===== src/rtl/dmux_route_ctrl_if.sv =====
// Upstream/downstream beat bus between the route controller and its neighbours.
// The master side drives samples in and accepts routed beats; the slave side is the controller.
interface dmux_route_ctrl_if #(
   parameter int DATA_WIDTH = 16
);
   logic                  in_valid;
   logic                  in_ready;
   logic [DATA_WIDTH-1:0] in_data;
   logic                  out_valid;
   logic                  out_ready;
   logic [DATA_WIDTH-1:0] out_data;
   logic                  sel;

   modport master (
      output in_valid, in_data, out_ready,
      input  in_ready, out_valid, out_data, sel
   );

   modport slave (
      input  in_valid, in_data, out_ready,
      output in_ready, out_valid, out_data, sel
   );
endinterface


===== src/rtl/dmux_route_ctrl.sv =====
// Two-pass batch router: each batch is sent to the statistics path (sel=0),
// then to the normalization path (sel=1), through a single output register.
//
// state     | meaning
// ----------+----------------------------------------------------------
// IDLE      | waiting for start
// STAT      | routing BATCH_SIZE beats to the statistics path
// WAIT_STAT | last statistics beat draining / waiting on stat_done
// NORM      | routing BATCH_SIZE beats to the normalization path
// DRAIN     | waiting for the last normalization beat to leave
// DONE      | batch_done pulse, back to IDLE
module dmux_route_ctrl #(
   parameter int DATA_WIDTH = 16,
   parameter int BATCH_SIZE = 8,
   parameter int CNT_WIDTH  = 4
) (
   input  logic              clk,
   input  logic              rst_n,
   input  logic              start,
   input  logic              stat_done,
   output logic              busy,
   output logic              batch_done,
   dmux_route_ctrl_if.slave  bus
);
   typedef enum logic [2:0] {
      IDLE, STAT, WAIT_STAT, NORM, DRAIN, DONE
   } state_t;

   localparam logic [CNT_WIDTH-1:0] LAST_CNT = CNT_WIDTH'(BATCH_SIZE - 1);
   localparam logic [CNT_WIDTH-1:0] CNT_ONE  = CNT_WIDTH'(1);

   state_t                state_q;
   logic [CNT_WIDTH-1:0]  cnt_q;
   logic                  out_valid_q;
   logic                  sel_q;
   logic [DATA_WIDTH-1:0] out_data_q;
   logic                  busy_q;
   logic                  batch_done_q;

   logic in_pass;
   logic accept;

   assign in_pass = (state_q == STAT) || (state_q == NORM);
   // Gated by rst_n so nothing is accepted in the cycle a reset is being applied.
   assign bus.in_ready = rst_n && in_pass && (!out_valid_q || bus.out_ready);
   assign accept       = bus.in_valid && bus.in_ready;

   always_ff @(posedge clk) begin
      if (!rst_n) begin
         state_q      <= IDLE;
         cnt_q        <= '0;
         out_valid_q  <= 1'b0;
         sel_q        <= 1'b0;
         out_data_q   <= '0;
         busy_q       <= 1'b0;
         batch_done_q <= 1'b0;
      end else begin
         batch_done_q <= 1'b0;

         // A new beat overwrites the register even while draining, giving one beat per cycle.
         if (accept) begin
            out_data_q  <= bus.in_data;
            sel_q       <= (state_q == NORM);
            out_valid_q <= 1'b1;
         end else if (out_valid_q && bus.out_ready) begin
            out_valid_q <= 1'b0;
         end

         case (state_q)
            IDLE: begin
               if (start) begin
                  state_q <= STAT;
                  cnt_q   <= '0;
                  busy_q  <= 1'b1;
               end
            end
            STAT, NORM: begin
               if (accept) begin
                  if (cnt_q == LAST_CNT) begin
                     cnt_q   <= '0;
                     state_q <= (state_q == STAT) ? WAIT_STAT : DRAIN;
                  end else begin
                     cnt_q <= cnt_q + CNT_ONE;
                  end
               end
            end
            WAIT_STAT: begin
               if (stat_done && !out_valid_q) state_q <= NORM;
            end
            DRAIN: begin
               if (!out_valid_q) begin
                  state_q      <= DONE;
                  batch_done_q <= 1'b1;
               end
            end
            DONE: begin
               state_q <= IDLE;
               busy_q  <= 1'b0;
            end
            default: begin
               state_q <= IDLE;
               busy_q  <= 1'b0;
            end
         endcase
      end
   end

   assign bus.out_valid = out_valid_q;
   assign bus.out_data  = out_data_q;
   assign bus.sel       = sel_q;
   assign busy          = busy_q;
   assign batch_done    = batch_done_q;
endmodule

===== src/flat_wrapper.sv =====
// flat-port wrapper written by rule: the top's interface ports become plain ports
module dmux_route_ctrl_flat 
#(
   parameter int DATA_WIDTH = 16,
   parameter int BATCH_SIZE = 8,
   parameter int CNT_WIDTH  = 4
)
  (clk, rst_n, start, stat_done, busy, batch_done, bus_in_valid, bus_in_data, bus_out_ready, bus_in_ready, bus_out_valid, bus_out_data, bus_sel);
  dmux_route_ctrl_if #(.DATA_WIDTH(DATA_WIDTH)) bus_i ();
  input  logic clk;
  input  logic rst_n;
  input  logic start;
  input  logic stat_done;
  output logic busy;
  output logic batch_done;
  input wire logic [$bits(bus_i.in_valid)-1:0] bus_in_valid;
  input wire logic [$bits(bus_i.in_data)-1:0] bus_in_data;
  input wire logic [$bits(bus_i.out_ready)-1:0] bus_out_ready;
  output wire logic [$bits(bus_i.in_ready)-1:0] bus_in_ready;
  output wire logic [$bits(bus_i.out_valid)-1:0] bus_out_valid;
  output wire logic [$bits(bus_i.out_data)-1:0] bus_out_data;
  output wire logic [$bits(bus_i.sel)-1:0] bus_sel;
  assign bus_i.in_valid = bus_in_valid;
  assign bus_i.in_data = bus_in_data;
  assign bus_i.out_ready = bus_out_ready;
  assign bus_in_ready = bus_i.in_ready;
  assign bus_out_valid = bus_i.out_valid;
  assign bus_out_data = bus_i.out_data;
  assign bus_sel = bus_i.sel;
  dmux_route_ctrl #(.DATA_WIDTH(DATA_WIDTH), .BATCH_SIZE(BATCH_SIZE), .CNT_WIDTH(CNT_WIDTH)) u_core (.clk(clk), .rst_n(rst_n), .start(start), .stat_done(stat_done), .busy(busy), .batch_done(batch_done), .bus(bus_i));
endmodule

===== config.mk =====
export PLATFORM = sky130hd
export DESIGN_NAME = dmux_route_ctrl_flat
export DESIGN_NICKNAME = d
export VERILOG_FILES = /design/src/rtl/dmux_route_ctrl_if.sv /design/src/rtl/dmux_route_ctrl.sv /design/src/flat_wrapper.sv
export SDC_FILE = /design/constraint.sdc
export NUM_CORES = 1
export LEC_CHECK = 0
export CAP_MARGIN = 0
export CORE_MARGIN = 1
export CORE_UTILIZATION = 31
export CTS_CLUSTER_DIAMETER = 150
export DETAILED_ROUTE_END_ITERATION = 8
export PLACE_DENSITY_LB_ADDON = 0.1
export SKIP_LAST_GASP = 1
export SYNTH_ARGS = -nofsm -noshare
export SYNTH_HDL_FRONTEND = slang
export SYNTH_SLANG_ARGS = --single-unit

===== constraint.sdc =====
create_clock -name clk -period 4.3 [get_ports clk]
set_clock_uncertainty 0.15 [all_clocks]
set_input_delay 1.075 -clock clk [delete_from_list [all_inputs] [get_ports clk]]
set_output_delay 1.075 -clock clk [all_outputs]
set_load 0.02 [all_outputs]

==> metrics.csv, run 1 <==
stage,metric,value,unit
worst_setup_path,WP data required,3070,ps
synth,Synth warnings,0,
synth,Syn Nets,165,
clock_network,Worst-path clk slew,90,ps
worst_setup_path,worst path cell trace,"clkdlybuf4s50_1, nand2b_1, and3_1, clkdlybuf4s50_1",
clock_network,Clock Latency Late Sink,270,ps
routing,met2 wire length,1.46,mm
clock_network,CTS Root Buffer Type,clkbuf_8,
timing,Fin. Hold Viols,0,
synth,Synth Cell Area,1230,um^2
worst_setup_path,WS Path Type,input port to output pin,
synth,Synth cell types,38,
place,Final HPWL DP,1.99,mm
clock_network,cts repair resizes,0,
synth,Mapped Cells,142,
timing,relative slew slack,0.617,
timing,hold slack final,309,ps
place,port bufs,42,
layout,layout cells sized above 1,0.0670,
routing,Iteration-0 DRC Markers,75,
synth,area share of the largest cell type after synthesis,0.438,
worst_hold_path,Hold Path Depth,2,
synth,fraction of registers with async set/reset,0,
global_routing,largest net degree at the start of global routing,30,
routing,TritonRoute pass-1 iters,4,
pwr,Power Dens Cells,314,nW/um^2
outcome,status,"finished, final reports clean",
floorplan,die area,4240,um^2
routing,DRC,0,
routing,Vias/cell,4.87,
floorplan,# rows,22,
worst_setup_path,WP data arrival,2440,ps
clock_network,Num CTS Buffers,3,
global_routing,number of global-route vias before repair,1055,
place,routability cong.,0.737,
routing,Post-DRT Antenna Nets,0,
place,Area after DPL,1660,um^2
synth,"area leader, netlist",dfxtp_1,
worst_setup_path,Reg2Reg Depth,4,
global_routing,initial antenna violation count,0,
layout,Final #Nets,203,
timing,"Slew Viols, Final",0,
clock_network,# H-tree levels,1,
timing,f_max,273,MHz
global_routing,GR Util All Layers,0.141,
clock_network,CTS tree,done,
timing,Setup Viol. Count Final,0,
clock_network,CTS max path bufs,2,
worst_hold_path,Hold Crit Class,flop to flop,
clock_network,TritonCTS Sinks,27,
layout,Final Util,0.456,
layout,Layout Area Growth over Synthesis,38.1,%
timing,worst slew pin tran,574,ps
timing,fin crit share,0.852,
worst_setup_path,Max stage delay on crit path,610,ps
pwr,VDD IR max,0.000201,V
worst_setup_path,critical path startpoint category,input port,
routing,Final Routed Wirelength,2.79,mm
timing,min Tclk post-route,3660,ps
synth,"FF+latch count, synth",27,
routing,WL/cell,12.3,um
synth,Synth Flop Type,dfxtp_1,
synth,Avg Inst Size Synth,8.70,um^2
worst_setup_path,critical path's slowest cell,clkdlybuf4s50_1,
routing,max layer used,met4,
synth,"top cells by area, synth","dfxtp_1, nand2_1, a21boi_1, nor4b_4, buf_4",
clock_network,Post-CTS Setup Inserts,0,
global_routing,total grt overflow,0,
worst_setup_path,most frequent CP cell,clkdlybuf4s50_1,
layout,filler cell count,380,
floorplan,Die Height,65.1,um
floorplan,I/O pin count,43,
routing,routed via count,1105,
synth,sequential share of the synthesized area,0.438,
routing,Post-Route M1 WL,1.16,mm
flow_run,max cap viols,0,
worst_setup_path,critical path peak fanout,2,
synth,top-count cell post-synth,nand2_1,
worst_setup_path,Crit. End Element,output pin,
global_routing,first-pass GRT wire length,4.69,mm
timing,setup total negative slack,0,ps
synth,Post-synth top cells,"nand2_1, dfxtp_1, a21boi_1",
layout,ANT cells,0,
floorplan,Core ar.,3740,um^2
floorplan,initial core utilization,0.330,
synth,Post-synth EDFFs,0,
pwr,Leak,0.593,nW
clock_network,CTS Hold Buffers Added,0,
routing,met3 WL,151,um
layout,post-route cell area,1710,um^2
timing,unrepaired setup endpoints after global routing,no,
floorplan,Die Width,65.1,um
[final cells by class]
| cell class | count | area [um^2] | share of cell area |
|---|---|---|---|
| multi-input cells | 102 | 616 | 0.361 |
| flip-flops and latches | 27 | 541 | 0.317 |
| repair buffers | 44 | 435 | 0.255 |
| well taps | 48 | 60.1 | 0.0352 |
| clock buffers | 3 | 41.3 | 0.0242 |
| inverters | 2 | 7.51 | 0.00440 |
| clock inverters | 1 | 5.00 | 0.00293 |
[worst max-delay path: cells and delay by family]
kind,cells,cell delay (ps)
buffers and inverters,2,1050
AND/OR/NAND/NOR,2,310
[per-stage QoR]
step	setup WS (ps)	total power, mW	cells
finish	635	0.536	227
global route	566	0.568	227
CTS	620	0.545	227
detailed placement	621	0.396	223
global placement	619	0.394	223
floorplan	1270	0.352	142
[final timing paths]
check                          from                     end  slack, ps
max                   bus_out_ready            bus_in_ready        640
min          u_core.bus.out_data[2]  u_core.bus.out_data[2]        310
max reg2reg       u_core.state_q[0]  u_core.bus.out_data[6]       2420
min reg2reg  u_core.bus.out_data[2]  u_core.bus.out_data[2]        310
[flip-flops by register name (all words and copies together) (netlist names)]
name	count
u_core.cnt_q	4
u_core.state_q	3
u_core.bus.sel	1
u_core.busy	1
u_core.batch_done	1
u_core.bus.out_valid	1
u_core.bus.out_data	16
[power by group]
group | total [mW] | switching, mW | internal (mW)
Sequential | 0.276 | 0.0135 | 0.262
Combinational | 0.113 | 0.0544 | 0.0586
Clock | 0.148 | 0.0826 | 0.0650
[layout by cell type, fill, tap and decap left out, types with 2 or more instances in the layout]
cell type and count:
dfxtp_1 27, clkdlybuf4s50_1 42, a21oi_1 3, o21ai_0 2, nand2b_1 3, inv_1 2, a21boi_1 20, clkbuf_8 3
and3_1 2, nand4_1 2, o21ai_1 3, nand2_1 41, buf_4 2, nand3_1 2, nor2_1 2
[layer usage]
metal	up-vias	GRT usage
met1	520	0.157
met4	0	0.0326
li1	558	-
met2	25	0.259
met5	-	0
met3	2	0.0434
[cells by family (layout without fill, tap and decap cells)]
| kind of cell | count (synthesis) | count (layout) | share of synthesized area |
|---|---|---|---|
| DFF | 27 | 27 | 0.438 |
| adders and majority gates | 1 | 1 | 0.0101 |
| buffers and inverters | 13 | 50 | 0.0638 |
| AOI/OAI and AO/OA | 38 | 38 | 0.233 |
| and+or+nand+nor | 63 | 63 | 0.255 |
Note: power is estimated with default switching activity, not from simulation.
==> inputs of run 2 (changes only) <==
- CELL_PAD_IN_SITES_DETAIL_PLACEMENT: not set -> 1
- CELL_PAD_IN_SITES_GLOBAL_PLACEMENT: not set -> 2
- CORE_UTILIZATION: 31 -> 27
==> run 2 against run 1 <==
  * Hold slack lost 2.4 ps
  * Largest cell class unchanged
  * Non-clock buffer count is the same
  * Sequential share of layout area shrank 0.070 points
  * Total power shrank 0.24%
  * Cell count grew 1.8%
  * Via count grew 0.36%
  * Largest power group unchanged
  * Wire length grew 11%
  * Worst setup slack gained 56 ps
  * Combinational power is essentially flat
  * First-iteration DRC count shrank 59%
  * Register-to-register slack lost 20 ps
==> metrics.csv, run 2 (synthesis results as in run 1) <==
stage,metric,value,unit,change
outcome,status,"finished, final reports clean",,
clock_network,CTS Root Buffer Type,clkbuf_8,,
worst_setup_path,critical path peak fanout,2,,unchanged
routing,DRC,0,,unchanged
worst_hold_path,Hold Crit Class,flop to flop,,
clock_network,cts repair resizes,0,,unchanged
clock_network,Post-CTS Setup Inserts,0,,unchanged
timing,unrepaired setup endpoints after global routing,no,,
pwr,Leak,0.590,nW,-0.46%
routing,TritonRoute pass-1 iters,2,,-2
floorplan,Die Height,69.6,um,+6.9%
floorplan,# rows,24,,+9.1%
flow_run,max cap viols,0,,unchanged
layout,layout cells sized above 1,0.0615,,-0.00559
worst_setup_path,WP data arrival,2380,ps,-60 ps
pwr,sequential share of power,0.515,,about the same
clock_network,Clock Latency Late Sink,270,ps,about the same
place,port bufs,42,,unchanged
timing,Setup Viol. Count Final,0,,unchanged
worst_setup_path,WP data required,3070,ps,about the same
clock_network,CTS max path bufs,2,,unchanged
layout,Finished Layout Cells,231,,+1.8%
worst_setup_path,critical path's slowest cell,clkdlybuf4s50_1,,
timing,f_max,277,MHz,+1.6%
routing,WL/cell,13.4,um,+8.7%
routing,routed via count,1109,,+0.36%
clock_network,TritonCTS Sinks,27,,unchanged
layout,Layout Area Growth over Synthesis,38.4,%,
pwr,logic gate share of total power,0.213,,+0.002
worst_setup_path,worst path cell trace,"clkdlybuf4s50_1, nand2b_1, and3_1, clkdlybuf4s50_1",,
layout,"most common cell after layout, fill and taps aside",clkdlybuf4s50_1,,
pwr,cell-internal power,0.387,mW,+0.40%
timing,"Slew Viols, Final",0,,unchanged
clock_network,Num CTS Buffers,3,,unchanged
global_routing,largest net degree at the start of global routing,30,,unchanged
worst_setup_path,most frequent CP cell,clkdlybuf4s50_1,,
pwr,clock share of power,0.272,,-0.003
global_routing,initial antenna violation count,0,,unchanged
place,Placed Cells,227,,+1.8%
layout,most frequent cells in the layout,"clkdlybuf4s50_1, nand2_1, dfxtp_1",,
place,routability cong.,0.677,,-8.1%
timing,setup total negative slack,0,ps,unchanged
timing,hold slack final,307,ps,-2.40 ps
timing,min Tclk post-route,3610,ps,-56.5 ps
layout,ANT cells,0,,unchanged
timing,worst slew pin tran,600,ps,+25.3 ps
layout,max reg flops,16,,unchanged
timing,relative slew slack,0.600,,-0.0168
worst_setup_path,Max stage delay on crit path,590,ps,-20 ps
floorplan,die area,4850,um^2,+14%
routing,Vias/cell,4.80,,-1.4%
timing,fin crit share,0.839,,-0.0131
timing,Fin. Hold Viols,0,,unchanged
routing,Post-DRT Antenna Nets,0,,unchanged
routing,Final Routed Wirelength,3.09,mm,+11%
clock_network,Worst-path clk slew,90,ps,about the same
routing,Iteration-0 DRC Markers,31,,-59%
clock_network,CTS Hold Buffers Added,0,,unchanged
worst_setup_path,Crit. End Element,output pin,,
floorplan,Die Width,69.6,um,+6.9%
worst_setup_path,WS Path Type,input port to output pin,,
global_routing,first-pass GRT wire length,5.27,mm,+13%
worst_setup_path,critical path startpoint category,input port,,
global_routing,number of global-route vias before repair,1142,,+8.2%
floorplan,I/O pin count,43,,unchanged
pwr,Sw Pwr,0.148,mW,-1.9%
pwr,switching part of the total power,0.276,,-0.00461
place,Final HPWL DP,2.24,mm,+12%
pwr,VDD IR max,0.000143,V,-29%
floorplan,Core ar.,4380,um^2,+17%
clock_network,# H-tree levels,1,,unchanged
clock_network,CTS tree,done,,
layout,Final #Nets,203,,unchanged
global_routing,GR Util All Layers,0.135,,-0.00544
floorplan,initial core utilization,0.282,,-0.0482
pwr,Power Dens Cells,313,nW/um^2,-0.46%
global_routing,total grt overflow,0,,unchanged
[run 2: cell count changes in the layout (fill, tap and decap cells not counted), sizes merged]
cell	delta
clkinv	-1
clkbuf	+1
[run 2: area by class of cell]
class	count	area [um^2]
inverters	2	7.51
repair buffers	44	435
well taps	52	65.1
clock buffers	4	45.0
multi-input cells	102	616
flip-flops and latches	27	541
fillers	525	2680
[run 2: through the flow]
| step | util | instance area, um^2 | power (mW) | setup slack [ps] |
|---|---|---|---|---|
| final | 0.390 | 1710 | 0.535 | 692 |
| after global routing | 0.390 | 1710 | 0.568 | 614 |
| after CTS | 0.390 | 1710 | 0.547 | 684 |
| after floorplan | - | 1230 | 0.352 | 1270 |
| after detailed placement | 0.380 | 1660 | 0.398 | 686 |
| after global placement | 0.380 | 1660 | 0.394 | 704 |
[run 2: critical path: cells and delay by family]
kind                   cells  cell delay, ps
buffers and inverters      2            1040
and+or+nand+nor            2             260
[run 2: final timing paths]
kind | to | slack, ps | cells after the start | from
setup / recovery | bus_in_ready | 690 | 4 | bus_out_ready
setup reg to reg | u_core.bus.out_data[4] | 2400 | 4 | u_core.state_q[0]
hold reg to reg | u_core.bus.out_data[15] | 310 | 2 | u_core.bus.out_data[15]
hold / removal | u_core.bus.out_data[15] | 310 | 2 | u_core.bus.out_data[15]
[run 2: layer usage]
layer,track usage,share of wire,vias up
li1,-,-,558
met1,0.147,0.45,524
met2,0.249,0.49,22
met3,0.0436,0.045,5
met4,0.0400,0.011,0
met5,0,0,-
[run 2: power groups by stage]
| stage | Combinational (mW) | Clock, mW | Sequential (mW) |
|---|---|---|---|
| 2_1_floorplan | 0.0692 | 0 | 0.283 |
| 4_1_cts | 0.116 | 0.154 | 0.276 |
| 3_5_place_dp | 0.116 | 0 | 0.282 |
| 5_1_grt | 0.125 | 0.164 | 0.279 |
| 6_report | 0.114 | 0.145 | 0.276 |
| 3_3_place_gp | 0.113 | 0 | 0.281 |
==> inputs of run 3 (changes only) <==
- CORE_UTILIZATION: 27 -> 25
- clock period: 4.3 -> 3.35 ns (I/O delays scaled with it)
==> run 3 against run 2 <==
  * Combinational power rose by 30%
  * Sequential cell count did not move
  * Clock power rose by 32%
  * Worst setup slack got worse by 470 ps
  * First-iteration DRC count fell by 16%
  * Sequential share of layout area fell by 0.48 points
  * Die area rose by 7.8%
==> metrics.csv, run 3 (synthesis results as in run 1) <==
stage,metric,value,unit,change
timing,"Slew Viols, Final",0,,unchanged
clock_network,Num CTS Buffers,3,,unchanged
floorplan,Die Width,72.3,um,+3.8%
place,routability cong.,0.791,,+17%
timing,worst slew pin tran,370,ps,-230 ps
clock_network,CTS Hold Buffers Added,0,,unchanged
layout,filler cell count,563,,+7.2%
layout,layout cells sized above 1,0.0667,,+0.00521
clock_network,Worst-path clk slew,90,ps,about the same
worst_setup_path,WP data required,2360,ps,-710 ps
clock_network,CTS tree,done,,
pwr,Power Dens Cells,399,nW/um^2,+27%
routing,routed via count,1094,,-1.4%
floorplan,initial core utilization,0.261,,-0.0202
floorplan,Die Height,72.3,um,+3.8%
clock_network,CTS max path bufs,2,,unchanged
layout,Layout Area Growth over Synthesis,40.5,%,
timing,f_max,320,MHz,
worst_setup_path,critical path peak fanout,2,,unchanged
worst_setup_path,CP startpoint,bus_out_ready,,
worst_setup_path,WP data arrival,2140,ps,-240 ps
worst_setup_path,WS Path Type,input port to output pin,,
pwr,Leak,0.596,nW,+0.90%
global_routing,GR Util All Layers,0.132,,-0.00330
worst_setup_path,R2R Path Start,u_core.state_q[0],,
worst_setup_path,worst path cell trace,"clkdlybuf4s50_1, nand2b_1, and3_1, clkdlybuf4s50_1",,
timing,Setup Viol. Count Final,0,,unchanged
routing,WL/cell,12.7,um,-5.3%
layout,max reg flops,16,,unchanged
global_routing,total grt overflow,0,,unchanged
routing,Post-DRT Antenna Nets,0,,unchanged
clock_network,Post-CTS Setup Inserts,0,,unchanged
routing,Final Routed Wirelength,3.13,mm,+1.3%
clock_network,TritonCTS Sinks,27,,unchanged
worst_setup_path,critical path's slowest cell,clkdlybuf4s50_1,,
global_routing,number of global-route vias before repair,1190,,+4.2%
floorplan,die area,5230,um^2,+7.8%
layout,Final #Nets,204,,+0.49%
routing,TritonRoute pass-1 iters,2,,unchanged
timing,setup total negative slack,0,ps,unchanged
layout,Final Util,0.367,,-0.0224
place,Final HPWL DP,2.23,mm,-0.17%
clock_network,CTS Root Buffer Type,clkbuf_8,,
timing,min Tclk post-route,3130,ps,
worst_setup_path,Max stage delay on crit path,590,ps,about the same
outcome,status,"finished, final reports clean",,
global_routing,largest net degree at the start of global routing,30,,unchanged
layout,FF/Latch Area,541,um^2,unchanged
routing,Iteration-0 DRC Markers,26,,-16%
worst_hold_path,HP Start,u_core.bus.out_data[6],,
floorplan,I/O pin count,43,,unchanged
floorplan,# rows,25,,+4.2%
global_routing,initial antenna violation count,0,,unchanged
timing,fin crit share,0.934,,
place,port bufs,42,,unchanged
layout,most frequent cells in the layout,"clkdlybuf4s50_1, nand2_1, dfxtp_1",,
routing,Vias/cell,4.43,,-7.7%
worst_hold_path,Hold Crit Class,flop to flop,,
worst_setup_path,most frequent CP cell,clkdlybuf4s50_1,,
timing,unrepaired setup endpoints after global routing,no,,
flow_run,max cap viols,0,,unchanged
clock_network,cts repair resizes,0,,unchanged
layout,area of the multi-input gates,616,um^2,unchanged
layout,ANT cells,0,,unchanged
timing,Fin. Hold Viols,0,,unchanged
clock_network,# H-tree levels,1,,unchanged
layout,"most common cell after layout, fill and taps aside",clkdlybuf4s50_1,,
worst_setup_path,Crit. End Element,output pin,,
worst_setup_path,critical path startpoint category,input port,,
routing,DRC,0,,unchanged
clock_network,Clock Latency Late Sink,270,ps,about the same
timing,relative slew slack,0.751,,+0.151
floorplan,Core ar.,4720,um^2,+7.7%
global_routing,first-pass GRT wire length,5.40,mm,+2.5%
pwr,VDD IR max,0.000121,V,-16%
## run 3: cell type report
cell class	instances	area share
multi-input cells	102	0.355
inverters	2	0.00433
well taps	67	0.0483
clock buffers	4	0.0260
flip-flops and latches	27	0.311
repair buffers	45	0.255
## run 3: worst max-delay path, delay by kind of cell
| family | cells | cell delay, ps |
|---|---|---|
| buf+inv | 2 | 1040 |
| simple gates | 2 | 270 |
## run 3: power by group
| group | switching (mW) | internal, mW | leakage (nW) | total [mW] |
|---|---|---|---|---|
| sequential | 0.0176 | 0.336 | 0.219 | 0.354 |
| clock | 0.105 | 0.0853 | 0.0228 | 0.191 |
| combinational | 0.0715 | 0.0761 | 0.354 | 0.148 |
## run 3: path summary, 6_finish.rpt
path                            cells past startpoint                endpoint  slack (ps)
worst max-delay path                                4            bus_in_ready         220
worst min-delay path                                2  u_core.bus.out_data[6]         310
worst max register to register                      4         u_core.cnt_q[0]        1620
worst min register to register                      2  u_core.bus.out_data[6]         310
## run 3: metrics by stage
step | instance area (um^2) | std cells | setup WS, ps | power [mW] | hold WS (ps)
2_1_floorplan | 1230 | 142 | 797 | 0.452 | 298
3_5_place_dp | 1690 | 243 | 212 | 0.512 | 298
3_3_place_gp | 1690 | 243 | 228 | 0.508 | 290
5_1_grt | 1740 | 247 | 149 | 0.734 | 337
6_report | 1740 | 247 | 222 | 0.692 | 307
4_1_cts | 1740 | 247 | 213 | 0.710 | 312
## run 3: per-layer routing
metal	part of all wire	track usage	vias to the layer above
met5	0	0	-
met4	0.013	0.0545	0
met2	0.51	0.239	19
li1	-	-	559
met1	0.44	0.148	512
met3	0.039	0.0306	4
==> variant 1 (flow settings as in run 3) <==
Reset style: asynchronous (`rst_n`), changed in one clocked block.
--- a/src/rtl/dmux_route_ctrl.sv
+++ b/src/rtl/dmux_route_ctrl.sv
@@ -46,5 +46,5 @@
    assign accept       = bus.in_valid && bus.in_ready;
 
-   always_ff @(posedge clk) begin
+   always_ff @(posedge clk or negedge rst_n) begin
       if (!rst_n) begin
          state_q      <= IDLE;
Function: differs if rst_n is asserted again (counterexample within 4 cycles, from zero or initial values and one cycle with rst_n low); with rst_n held inactive, the same outputs for 10 cycles.
==> variant 1 against run 3 <==
Critical path type unchanged. Utilization increased by 1.4 points. Die area decreased by 3.0%. Sequential cell count unchanged. Non-clock buffer count unchanged. Worst hold slack improved by 26 ps. First-iteration DRC count increased by 96%. Area after synthesis decreased by 3.0%. Maximum frequency decreased by 2.6%. Routed wire length decreased by 4.9%. Setup slack got worse by 84 ps. The run now ends with design-rule violations left. Final area decreased by 1.6%.
Power is not compared: it rests on default switching activity, and its combinational part moved more than twofold at a synthesized area within 25%.
==> variant 1: results <==
detailed_routing:
  drtIter0Drc: 51
  detail_route.wl_per_cell_um: 13.5
  drc: 4
  drt_first_pass_iters: 5
  post_drt_via_cell_ratio: 4.53
yosys:
  syn-num-nets: 147
  synth_top_area_cell: "dfrtp_1"
  yosysUniqueCellTypes: 32
  yosys-top-cells-area: "dfrtp_1 56%, nand2_1 18%, buf_6 1.9%"
  ys_warn_count: 0
  synth_commonest_cells: "57 x nand2_1, 27 x dfrtp_1, 3 x inv_1"
  seq_area_frac_synth_pct: 56.4
  synth-async-reset-ratio_pct: 100
clocking:
  cts_root_buf: "clkbuf_8"
  cts_resized: 0
  clkTransAtPathRegs_ps: 90
  cts_setup_buffers: 0
  cts_made_buffers: 3
  cts_max_level: 1
  cts_hold_buf: 0
  clock_path_buffers: 2
grt:
  grt_pass1_vias: 1039
  antenna_found_initial: 0
  grt_max_degree: 29
  grt_use_total_pct: 12.9
  grt_pass1_wl_um: 5020
hold_path:
  min-delay-start: "u_core.bus.out_data[10]$_DFFE_PN0P_"
  hold_path_depth: 2
  holdPathEnd: "u_core.bus.out_data[10]$_DFFE_PN0P_"
  hold_path.class: "flop to flop"
setup_path:
  r2r_slack_ps: 1720
  crit_path_max_fanout: 5
  cp.arrival_ps: 2220
  r2r-end: "u_core.state_q[1]$_DFFE_PN0P_"
  timing.rr.start: "u_core.state_q[2]$_DFFE_PN0P_"
  worstRegToRegCells: 4
place:
  gp_congestion: 0.777
  numPortBuffers: 42
  dpl-instance-area_um2: 1660
  dp_hpwl_um: 2120
layout:
  drive_gt1_share_pct: 7.69
  largest_reg_flops: 16
  nets: 193
  n_antenna_cell: 0
power_and_ir_drop:
  cellLeakagePower_uw: 0.000799
  ir_drop_v: 0.000247
timing:
  hold_viol: 0
  worst_pin_slew_ps: 382
  timing.hold.ws_ps: 332
status:
  violations: "design-rule violations"
  status: "finished, violations left"
-- variant 1: how the worst max path moves through the flow --
stage	slack, ps	start	cells after the start	to
finish	140	bus_out_ready	4	bus_in_ready
global route	120	bus_out_ready	4	bus_in_ready
CTS	140	bus_out_ready	4	bus_in_ready
detailed placement	140	bus_out_ready	4	bus_in_ready
global placement	120	bus_out_ready	4	bus_in_ready
floorplan	1030	bus_out_ready	2	bus_in_ready
-- variant 1: worst max-delay path, stage by stage --
cell,delay [ps]
clkdlybuf4s50_1,400
or2b_4,290
and3_1,170
clkdlybuf4s50_1,530
-- variant 1: area by class of cell --
cell class | instances | area (um^2)
Fill cell | 515 | 2770
Clock buffer | 4 | 45.0
Tap cell | 52 | 65.1
Timing Repair Buffer | 45 | 443
Inverter | 3 | 11.3
Sequential cell | 27 | 676
Multi-Input combinational cell | 90 | 468
-- variant 1: routing by layer --
layer | wire [um] | vias up | global-route usage (%)
met4 | 34 | 0 | 5.33
met5 | 0 | - | 0
li1 | - | 488 | -
met3 | 142 | 4 | 2.99
met2 | 1410 | 24 | 20.4
met1 | 1380 | 486 | 16.9
-- variant 1: report_power, final --
part	internal [uW]	switching (uW)	total, uW
Sequential	450	88.4	539
Clock	85.3	103	189
Combinational	278	302	580
Total	814	493	1310
-- variant 1: per-stage QoR --
stage                     instances  setup WS [ps]
final                           221            138
after global routing            221            116
after CTS                       221            136
after detailed placement        217            138
after global placement          217            119
after floorplan                 124           1030
-- variant 1: cell families after synthesis --
kind of cell	share of synthesized area [%]
AND/OR/NAND/NOR	30.2
flip-flops	56.4
AO/OA/AOI/OAI	7.00
buffers and inverters	4.49
multiplexers	0.836
adder cells (fa/ha/maj)	1.04
==> variant 2 (flow settings as in run 3) <==
Made on the original files. `CNT_WIDTH` is set to 4 in 2 places; all go to 6.
--- a/src/rtl/dmux_route_ctrl.sv
+++ b/src/rtl/dmux_route_ctrl.sv
@@ -13,5 +13,5 @@
    parameter int DATA_WIDTH = 16,
    parameter int BATCH_SIZE = 8,
-   parameter int CNT_WIDTH  = 4
+   parameter int CNT_WIDTH  = 6
 ) (
    input  logic              clk,
--- a/src/flat_wrapper.sv
+++ b/src/flat_wrapper.sv
@@ -4,5 +4,5 @@
    parameter int DATA_WIDTH = 16,
    parameter int BATCH_SIZE = 8,
-   parameter int CNT_WIDTH  = 4
+   parameter int CNT_WIDTH  = 6
 )
   (clk, rst_n, start, stat_done, busy, batch_done, bus_in_valid, bus_in_data, bus_out_ready, bus_in_ready, bus_out_valid, bus_out_data, bus_sel);
Function: no difference found for any inputs over 10 cycles, from zero or initial values and one cycle with rst_n low; that may be too few to reach the edited logic, so the function may still have changed.
==> variant 2 against run 3 <==
Critical endpoint unchanged. Highest routed layer unchanged. Area after synthesis increased by 2.9%. Power increased by 8.7%. Non-clock buffer count increased by 2. Sequential cell count increased by 2. Setup slack got worse by 100 ps. Routed wire length increased by 5.1%. Final area increased by 6.6%.
==> variant 2: results <==
status:
  status: "finished, final reports clean"
grt:
  grt_pass1_wl_um: 5510
  grt_use_total_pct: 13.8
  grt_max_degree: 31
power_and_ir_drop:
  cellLeakagePower_uw: 0.000664
  ir_drop_v: 0.000169
hold_path:
  holdPathEnd: "u_core.bus.out_data[13]$_SDFFE_PN0P_"
  min-delay-start: "u_core.bus.out_data[13]$_SDFFE_PN0P_"
timing:
  relSlewSlack_pct: 55.9
  setup_slack_ps: 118
setup_path:
  worstSetupStartpoint: "rst_n"
  r2r-end: "u_core.bus.out_data[1]$_SDFFE_PN0P_"
  worstRegToRegCells: 6
  r2r_slack_ps: 1440
  max_stage_delay_ps: 620
  cp.arrival_ps: 2240
yosys:
  syn-num-nets: 171
  seq_area_frac_synth_pct: 45.7
  synthCells: 148
place:
  place_inst: 254
  gp_congestion: 0.822
  dpl-instance-area_um2: 1760
  place_ws_ps: 103
  dp_hpwl_um: 2380
clocking:
  cts_made_buffers: 5
  clkTransAtPathRegs_ps: 60
  cts_max_level: 2
detailed_routing:
  drtIter0Drc: 13
  routed_wl_um: 3290
  vias: 1178
  post_drt_via_cell_ratio: 4.51
  drt_first_pass_iters: 3
layout:
  drive_gt1_share_pct: 7.73
  nets: 217
  nFillCells: 588
  multi_input_area_um2: 622
[variant 2: cell count changes in the layout (fill, tap and decap cells not counted), sizes merged, moves of 2 or more]
| cell | before | now |
|---|---|---|
| clkbuf | 4 | 7 |
| inv | 2 | 5 |
| nand2 | 41 | 38 |
| nand3 | 3 | 6 |
| a21boi | 21 | 23 |
| and2b | 2 | 0 |
| buf | 3 | 5 |
| dfxtp | 27 | 29 |
| nor2b | 1 | 3 |
| nor3b | 0 | 2 |
[variant 2: cell families (layout without fill, tap and decap cells)]
logic type               after synthesis  in the layout  synth area share [%]
AO/OA/AOI/OAI                         40             40                  23.2
adder cells (fa/ha/maj)                1              1                 0.984
AND/OR/NAND/NOR                       65             65                  24.7
buffers and inverters                 13             59                  5.41
flip-flops                            29             29                  45.7
[variant 2: stage by stage]
step / hold WS, ps / total power (uW)
after floorplan: 293 / 421
after CTS: 304 / 769
after detailed placement: 296 / 476
final: 302 / 753
after global placement: 289 / 474
after global routing: 320 / 800
[variant 2: layout make-up]
cell class                      count  share of cell area, %
Timing Repair Buffer               47                   24.8
Clock buffer                        7                   4.67
Sequential cell                    29                   31.4
Multi-Input combinational cell    106                   33.6
Tap cell                           67                   4.53
Inverter                            5                   1.01
[variant 2: worst min-delay path: cells and delay by family, from the launching register on]
family | cells | cell delay, ps
AO/OA/AOI/OAI | 1 | 50
flip-flops | 1 | 310
AND/OR/NAND/NOR | 1 | 50
[variant 2: metal layers]
layer,GRT usage [%],part of all wire (%),vias to the layer above
met2,22.1,48,28
met3,4.66,5.4,4
met1,17.1,46,551
met5,0,0,-
li1,-,-,595
met4,5.13,0.97,0
[variant 2: power breakdown]
group	switching [uW]	total (uW)	internal [uW]	leakage (uW)
registers	7.54	363	355	0.000235
logic	48.3	104	55.8	0.000384
clock network	124	286	163	0.0000443
